## src/rtl/dmem_port_arbiter_if.sv

```systemverilog
// dmem_port_arbiter_if
//   Bundles the CPU port, the VGA read port and the memory-side bus of the
//   data-memory arbiter.
//   slave  : arbiter view (takes requests and mem_rdata, drives acks,
//            read responses and the memory address/control).
//   master : environment view (requesters plus memory model).
//   CPU    : cpu_req/cpu_we/cpu_addr/cpu_wdata -> cpu_ack/cpu_rvalid/cpu_rdata
//   VGA    : vga_req/vga_addr -> vga_ack/vga_rvalid/vga_rdata
//   Memory : mem_addr/mem_we/mem_wdata -> mem_rdata (1-cycle read latency)
interface dmem_port_arbiter_if #(
   parameter int AW = 32,
   parameter int DW = 32
);
   logic          cpu_req;
   logic          cpu_we;
   logic [AW-1:0] cpu_addr;
   logic [DW-1:0] cpu_wdata;
   logic          cpu_ack;
   logic          cpu_rvalid;
   logic [DW-1:0] cpu_rdata;

   logic          vga_req;
   logic [AW-1:0] vga_addr;
   logic          vga_ack;
   logic          vga_rvalid;
   logic [DW-1:0] vga_rdata;

   logic [AW-1:0] mem_addr;
   logic          mem_we;
   logic [DW-1:0] mem_wdata;
   logic [DW-1:0] mem_rdata;

   modport slave (
      input  cpu_req, cpu_we, cpu_addr, cpu_wdata, vga_req, vga_addr, mem_rdata,
      output cpu_ack, cpu_rvalid, cpu_rdata, vga_ack, vga_rvalid, vga_rdata,
             mem_addr, mem_we, mem_wdata
   );

   modport master (
      output cpu_req, cpu_we, cpu_addr, cpu_wdata, vga_req, vga_addr, mem_rdata,
      input  cpu_ack, cpu_rvalid, cpu_rdata, vga_ack, vga_rvalid, vga_rdata,
             mem_addr, mem_we, mem_wdata
   );
endinterface

```

## src/rtl/dmem_port_arbiter.sv

```systemverilog
// dmem_port_arbiter
//   Shares a single-port data memory between the CPU (read/write) and the
//   VGA pixel fetcher (read-only). VGA has fixed priority because of its
//   scan-out deadline; a saturating wait counter forces a CPU slot after
//   MAX_WAIT consecutive stalled cycles.
// Ports:
//   clk    : rising-edge clock
//   reset  : synchronous, active-low
//   bus    : dmem_port_arbiter_if.slave (CPU, VGA and memory signals)
//   Optional (macro ARB_STATS_EN): stat_clr input and the grant/stall
//   counters stat_cpu_grants, stat_vga_grants, stat_forced, stat_cpu_stall.
module dmem_port_arbiter #(
   parameter int AW       = 32,
   parameter int DW       = 32,
   parameter int MAX_WAIT = 4
) (
   input  logic                 clk,
   input  logic                 reset,
`ifdef ARB_STATS_EN
   input  logic                 stat_clr,
   output logic [31:0]          stat_cpu_grants,
   output logic [31:0]          stat_vga_grants,
   output logic [15:0]          stat_forced,
   output logic [31:0]          stat_cpu_stall,
`endif
   dmem_port_arbiter_if.slave   bus
);

   localparam int WW = $clog2(MAX_WAIT + 1);

   typedef enum logic [1:0] {OWN_NONE, OWN_CPU, OWN_VGA} owner_t;

   logic [WW-1:0] wait_cnt;
   owner_t        rd_owner;
   logic [AW-1:0] addr_q;
   logic [DW-1:0] cpu_hold, vga_hold;

   logic          force_cpu, cpu_gnt, vga_gnt;
   logic [AW-1:0] mem_addr_c;
   logic [DW-1:0] mem_wdata_c;
   logic          mem_we_c;
   logic          cpu_rvalid_c, vga_rvalid_c;

   // Grant: starved CPU first, then VGA, then CPU. Reset masks every grant.
   always_comb begin
      force_cpu = bus.cpu_req && (wait_cnt == WW'(MAX_WAIT));
      cpu_gnt   = 1'b0;
      vga_gnt   = 1'b0;
      if (reset) begin
         if (force_cpu)        cpu_gnt = 1'b1;
         else if (bus.vga_req) vga_gnt = 1'b1;
         else if (bus.cpu_req) cpu_gnt = 1'b1;
      end
   end

   // Idle cycles keep the last issued address on the bus to avoid toggling.
   always_comb begin
      mem_addr_c  = addr_q;
      mem_we_c    = 1'b0;
      mem_wdata_c = '0;
      if (cpu_gnt) begin
         mem_addr_c  = bus.cpu_addr;
         mem_we_c    = bus.cpu_we;
         mem_wdata_c = bus.cpu_wdata;
      end else if (vga_gnt) begin
         mem_addr_c  = bus.vga_addr;
      end
   end

   // Responses come from the owner recorded last cycle; reset also masks them
   // so a read in flight when reset asserts never returns.
   assign cpu_rvalid_c   = reset && (rd_owner == OWN_CPU);
   assign vga_rvalid_c   = reset && (rd_owner == OWN_VGA);

   assign bus.cpu_ack    = cpu_gnt;
   assign bus.vga_ack    = vga_gnt;
   assign bus.mem_addr   = mem_addr_c;
   assign bus.mem_we     = mem_we_c;
   assign bus.mem_wdata  = mem_wdata_c;
   assign bus.cpu_rvalid = cpu_rvalid_c;
   assign bus.vga_rvalid = vga_rvalid_c;
   assign bus.cpu_rdata  = cpu_rvalid_c ? bus.mem_rdata : cpu_hold;
   assign bus.vga_rdata  = vga_rvalid_c ? bus.mem_rdata : vga_hold;

   always_ff @(posedge clk) begin
      if (!reset) begin
         wait_cnt <= '0;
         rd_owner <= OWN_NONE;
         addr_q   <= '0;
         cpu_hold <= '0;
         vga_hold <= '0;
      end else begin
         // A dropped request cancels, so starvation history restarts.
         if (cpu_gnt || !bus.cpu_req)
            wait_cnt <= '0;
         else if (wait_cnt != WW'(MAX_WAIT))
            wait_cnt <= wait_cnt + 1'b1;

         if (cpu_gnt && !bus.cpu_we) rd_owner <= OWN_CPU;
         else if (vga_gnt)           rd_owner <= OWN_VGA;
         else                        rd_owner <= OWN_NONE;

         if (cpu_gnt || vga_gnt) addr_q <= mem_addr_c;
         if (cpu_rvalid_c)       cpu_hold <= bus.mem_rdata;
         if (vga_rvalid_c)       vga_hold <= bus.mem_rdata;
      end
   end

`ifdef ARB_STATS_EN
   // Free-running event counters; clear takes precedence over counting.
   always_ff @(posedge clk) begin
      if (!reset || stat_clr) begin
         stat_cpu_grants <= '0;
         stat_vga_grants <= '0;
         stat_forced     <= '0;
         stat_cpu_stall  <= '0;
      end else begin
         stat_cpu_grants <= stat_cpu_grants + 32'(cpu_gnt);
         stat_vga_grants <= stat_vga_grants + 32'(vga_gnt);
         stat_forced     <= stat_forced + 16'(force_cpu);
         stat_cpu_stall  <= stat_cpu_stall + 32'(bus.cpu_req && !cpu_gnt);
      end
   end
`endif

endmodule

```

## src/flat_wrapper.sv

```systemverilog
// flat-port wrapper written by rule: the top's interface ports become plain ports
module dmem_port_arbiter_flat 
#(
   parameter int AW       = 32,
   parameter int DW       = 32,
   parameter int MAX_WAIT = 4
)
  (clk, reset, bus_cpu_req, bus_cpu_we, bus_cpu_addr, bus_cpu_wdata, bus_vga_req, bus_vga_addr, bus_mem_rdata, bus_cpu_ack, bus_cpu_rvalid, bus_cpu_rdata, bus_vga_ack, bus_vga_rvalid, bus_vga_rdata, bus_mem_addr, bus_mem_we, bus_mem_wdata);
  dmem_port_arbiter_if #(.AW(AW), .DW(DW)) bus_i ();
  input  logic clk;
  input  logic reset;
  input wire logic [$bits(bus_i.cpu_req)-1:0] bus_cpu_req;
  input wire logic [$bits(bus_i.cpu_we)-1:0] bus_cpu_we;
  input wire logic [$bits(bus_i.cpu_addr)-1:0] bus_cpu_addr;
  input wire logic [$bits(bus_i.cpu_wdata)-1:0] bus_cpu_wdata;
  input wire logic [$bits(bus_i.vga_req)-1:0] bus_vga_req;
  input wire logic [$bits(bus_i.vga_addr)-1:0] bus_vga_addr;
  input wire logic [$bits(bus_i.mem_rdata)-1:0] bus_mem_rdata;
  output wire logic [$bits(bus_i.cpu_ack)-1:0] bus_cpu_ack;
  output wire logic [$bits(bus_i.cpu_rvalid)-1:0] bus_cpu_rvalid;
  output wire logic [$bits(bus_i.cpu_rdata)-1:0] bus_cpu_rdata;
  output wire logic [$bits(bus_i.vga_ack)-1:0] bus_vga_ack;
  output wire logic [$bits(bus_i.vga_rvalid)-1:0] bus_vga_rvalid;
  output wire logic [$bits(bus_i.vga_rdata)-1:0] bus_vga_rdata;
  output wire logic [$bits(bus_i.mem_addr)-1:0] bus_mem_addr;
  output wire logic [$bits(bus_i.mem_we)-1:0] bus_mem_we;
  output wire logic [$bits(bus_i.mem_wdata)-1:0] bus_mem_wdata;
  assign bus_i.cpu_req = bus_cpu_req;
  assign bus_i.cpu_we = bus_cpu_we;
  assign bus_i.cpu_addr = bus_cpu_addr;
  assign bus_i.cpu_wdata = bus_cpu_wdata;
  assign bus_i.vga_req = bus_vga_req;
  assign bus_i.vga_addr = bus_vga_addr;
  assign bus_i.mem_rdata = bus_mem_rdata;
  assign bus_cpu_ack = bus_i.cpu_ack;
  assign bus_cpu_rvalid = bus_i.cpu_rvalid;
  assign bus_cpu_rdata = bus_i.cpu_rdata;
  assign bus_vga_ack = bus_i.vga_ack;
  assign bus_vga_rvalid = bus_i.vga_rvalid;
  assign bus_vga_rdata = bus_i.vga_rdata;
  assign bus_mem_addr = bus_i.mem_addr;
  assign bus_mem_we = bus_i.mem_we;
  assign bus_mem_wdata = bus_i.mem_wdata;
  dmem_port_arbiter #(.AW(AW), .DW(DW), .MAX_WAIT(MAX_WAIT)) u_core (.clk(clk), .reset(reset), .bus(bus_i));
endmodule
```

## config.mk

```make
export PLATFORM = sky130hd
export DESIGN_NAME = dmem_port_arbiter_flat
export DESIGN_NICKNAME = d
export VERILOG_FILES = /design/src/rtl/dmem_port_arbiter_if.sv /design/src/rtl/dmem_port_arbiter.sv /design/src/flat_wrapper.sv
export SDC_FILE = /design/constraint.sdc
export NUM_CORES = 1
export LEC_CHECK = 0
export CAP_MARGIN = 10
export CORE_MARGIN = 2
export CORE_UTILIZATION = 25
export DETAILED_ROUTE_END_ITERATION = 12
export SYNTH_ARGS = -nofsm -noshare
export SYNTH_HDL_FRONTEND = slang
export SYNTH_SLANG_ARGS = --single-unit
```

## constraint.sdc

```tcl
create_clock -name clk -period 4 [get_ports clk]
set_input_delay 0.8 -clock clk [delete_from_list [all_inputs] [get_ports clk]]
set_output_delay 0.8 -clock clk [all_outputs]
set_load 0.02 [all_outputs]
```

==> run_results.csv <==
group,metric,value,unit
setup_path,r2r_cells,4,
global_route,globalRouteTotalUtil,14.32,%
die,die_h,147.0,um
placement,dpl-instance-area,7971,sq um
logic_synthesis,syn_inst,532,
logic_synthesis,synth_top_area_share,39.54,%
power_and_ir_drop,ir_worst_vdd,0.1696,mV
setup_path,cp.buffers_inverters,3,
drt,ant_nets,0,
clocking,postCtsResizedCells,0,
power_and_ir_drop,leakage,3.404,nW
logic_synthesis,synthFlopType,"dfxtp_1",
drt,drt-initial-drc-count,183,
setup_path,cp-startpoint,"bus_cpu_req",
logic_synthesis,syn_area,5114,sq um
run_status,status,"finished clean",
global_route,grt_max_degree,128,
die,boundaryPins,266,
logic_synthesis,syn_nets,667,
setup_path,crit_type,"in -> out",
final_layout,mostFrequentLayoutCells,"clkdlybuf4s50_1, dfxtp_1, and2_1, nand4_1, mux2_4",
sta,whs,0.4642,ns
drt,dr_total_vias,4807,
final_layout,finish.net_count,907,
placement,post-dp-hpwl,11.32,mm
logic_synthesis,ys_ff_latch,101,
sta,setup_viol_count_final,0,
logic_synthesis,yosysSeqAreaShare,39.54,%
final_layout,post-route-cell-area,8305,sq um
logic_synthesis,async_flop_share,0,%
global_route,overflow,0,
logic_synthesis,yosysWarningCount,0,
setup_path,crit_fanout,22,
setup_path,cp.depth,6,
sta,period_share,90.32,%
drt,dr.pass1.iters,4,
clocking,hold_buffers,0,
setup_path,worst_ep_arrival_time,2.81,ns
drt,wl_per_cell,15.23,um
clocking,cts_tree,"yes",
logic_synthesis,synth_top_area_cell,"dfxtp_1",
sta,rsz0062_at_grt,"no",
placement,gp_congestion,0.7457,
hold_path,hold_depth,1,
global_route,grt_pass1_vias,4723,
logic_synthesis,syn_area_per_cell,9.612,sq um
sta,layout_min_cycle_time,3.613,ns
setup_path,r2r-end,"u_core.vga_hold[16]",
setup_path,regToRegSetupSlack,2.37,ns
clocking,clockRootBuffer,"clkbuf_16",
logic_synthesis,synth-edff-count,0,
sta,worst_pin_slew,0.4703,ns
drt,drcViolationCount,0,
die,rows,52,
clocking,cts-htree-levels,3,
die,initial_core_util,25.35,%
global_route,grt_first_pass_wirelength,24.89,mm
setup_path,crit_slowest_cell,"clkdlybuf4s50_1",
setup_path,critPathMaxStageDelay,0.61,ns
setup_path,start_kind,"primary input",
final_layout,final_common_cell,"clkdlybuf4s50_1",
drt,drt-total-wl,15.95,mm
sta,maxSlewViolCount,0,
die,coreArea,20170,sq um
clocking,path_clk_slew,0.07,ns
sta,skew,0.006404,ns
clocking,cts_made_buffers,9,
final_layout,drive_gt1_share,13.51,%
clocking,clock_latency,0.34,ns
flow_run,maxCapViolCount,0,
drt,viasPerCell,4.591,
clocking,cts_num_sinks,101,
hold_path,hold_class,"reg -> reg",
setup_path,timing.rr.start,"u_core.rd_owner[0]",
setup_path,path_cells,"clkdlybuf4s50_1, nand3_1, buf_4, nand4_1, nand3_1, clkdlybuf4s50_1",
setup_path,crit_path_end,"bus_mem_addr[0]",
clocking,post_cts_buffers,0,
logic_synthesis,netlist-cell-type-count,27,
sta,hold_viol,0,
final_layout,area.growth.synth_to_final,62.42,%
final_layout,antenna_cells,0,
sta,max_freq,276.8,MHz
placement,io_buffers,265,
setup_path,end_kind,"output pin",
setup_path,required,3.20,ns
sta,setup_tns,0,ns
setup_path,crit_family,"buffers and inverters",
final_layout,utilization,41.18,%
global_route,antenna_found_initial,0,
clocking,cts_buffer_depth,2,
die,dieArea,21610,sq um
power_and_ir_drop,p_per_area,316.4,nW/um^2
logic_synthesis,synthTopCellsByArea,"dfxtp_1, mux2_4, and2_1",
sta,max_slew_margin,68.65,%
die,die_width,147.0,um
==> cells in the mapped netlist (3+ instances only) <==
library cell,number
nand2_1,33
nand4_1,64
buf_2,13
a31oi_1,31
mux2_2,6
buf_6,11
mux2_4,58
buf_4,3
dfxtp_1,101
o21ai_0,32
and3_1,3
and2_1,97
nand3_1,34
clkbuf_1,24
inv_1,5
==> flip-flops by register name, indices dropped and copies added, names as in the netlist <==
signal and flops:
u_core.cpu_hold 32, u_core.wait_cnt 3, u_core.addr_q 32, u_core.vga_hold 32, u_core.rd_owner 2
==> layout make-up <==
type	instances	area [sq um]
fillers	2025	11860
repair buffers	282	2828
multi-input cells	373	2765
flip-flops and latches	101	2022
well taps	270	337.8
clock buffers	10	239.0
clock inverters	6	95.09
inverters	5	18.77
==> metrics by stage <==
step           setup slack (ns)  instances  power, mW
2_1_floorplan             1.449        532      1.369
3_5_place_dp             0.4033       1031      1.680
4_1_cts                  0.3985       1047      2.672
6_report                 0.3873       1047      2.628
3_3_place_gp             0.4479       1031      1.679
5_1_grt                  0.2529       1047      2.749
==> worst min-delay path by stage <==
stage	start	end	slack, ns
after floorplan	u_core.wait_cnt[0]	u_core.wait_cnt[0]	0.43
after global placement	u_core.wait_cnt[0]	u_core.wait_cnt[0]	0.45
after detailed placement	u_core.wait_cnt[0]	u_core.wait_cnt[0]	0.46
after CTS	u_core.wait_cnt[0]	u_core.wait_cnt[0]	0.48
after global routing	u_core.wait_cnt[0]	u_core.wait_cnt[0]	0.51
final	u_core.wait_cnt[0]	u_core.wait_cnt[0]	0.46
==> kinds of logic after synthesis <==
family | Yosys count | share of synthesized area (%)
AND/OR/NAND/NOR | 240 | 27.50
flip-flops | 101 | 39.54
AO/OA/AOI/OAI | 66 | 7.463
multiplexers | 65 | 18.55
buffers and inverters | 58 | 6.460
adder cells (fa/ha/maj) | 2 | 0.4893
==> worst register-to-register path: cells and delay by family, from the launching register on <==
family / cells / cell delay (ns)
buf+inv: 1 / 0.32
flops: 1 / 0.34
mux: 1 / 0.31
simple gates: 2 / 0.55
==> metal layers <==
metal	part of all wire [%]	vias up	track usage [%]	wire (um)
met2	47	189	23.71	7528
met4	1.2	0	3.894	189
met5	0	-	0	0
met3	8.1	15	4.938	1299
met1	43	2232	17.80	6931
li1	-	2371	-	-
==> power breakdown <==
group / internal [mW] / switching (mW)
sequential: 1.05 / 0.0165
clock: 0.572 / 0.404
combinational: 0.321 / 0.268
total: 1.94 / 0.688
No activity file was read; power rests on OpenSTA's default activity.
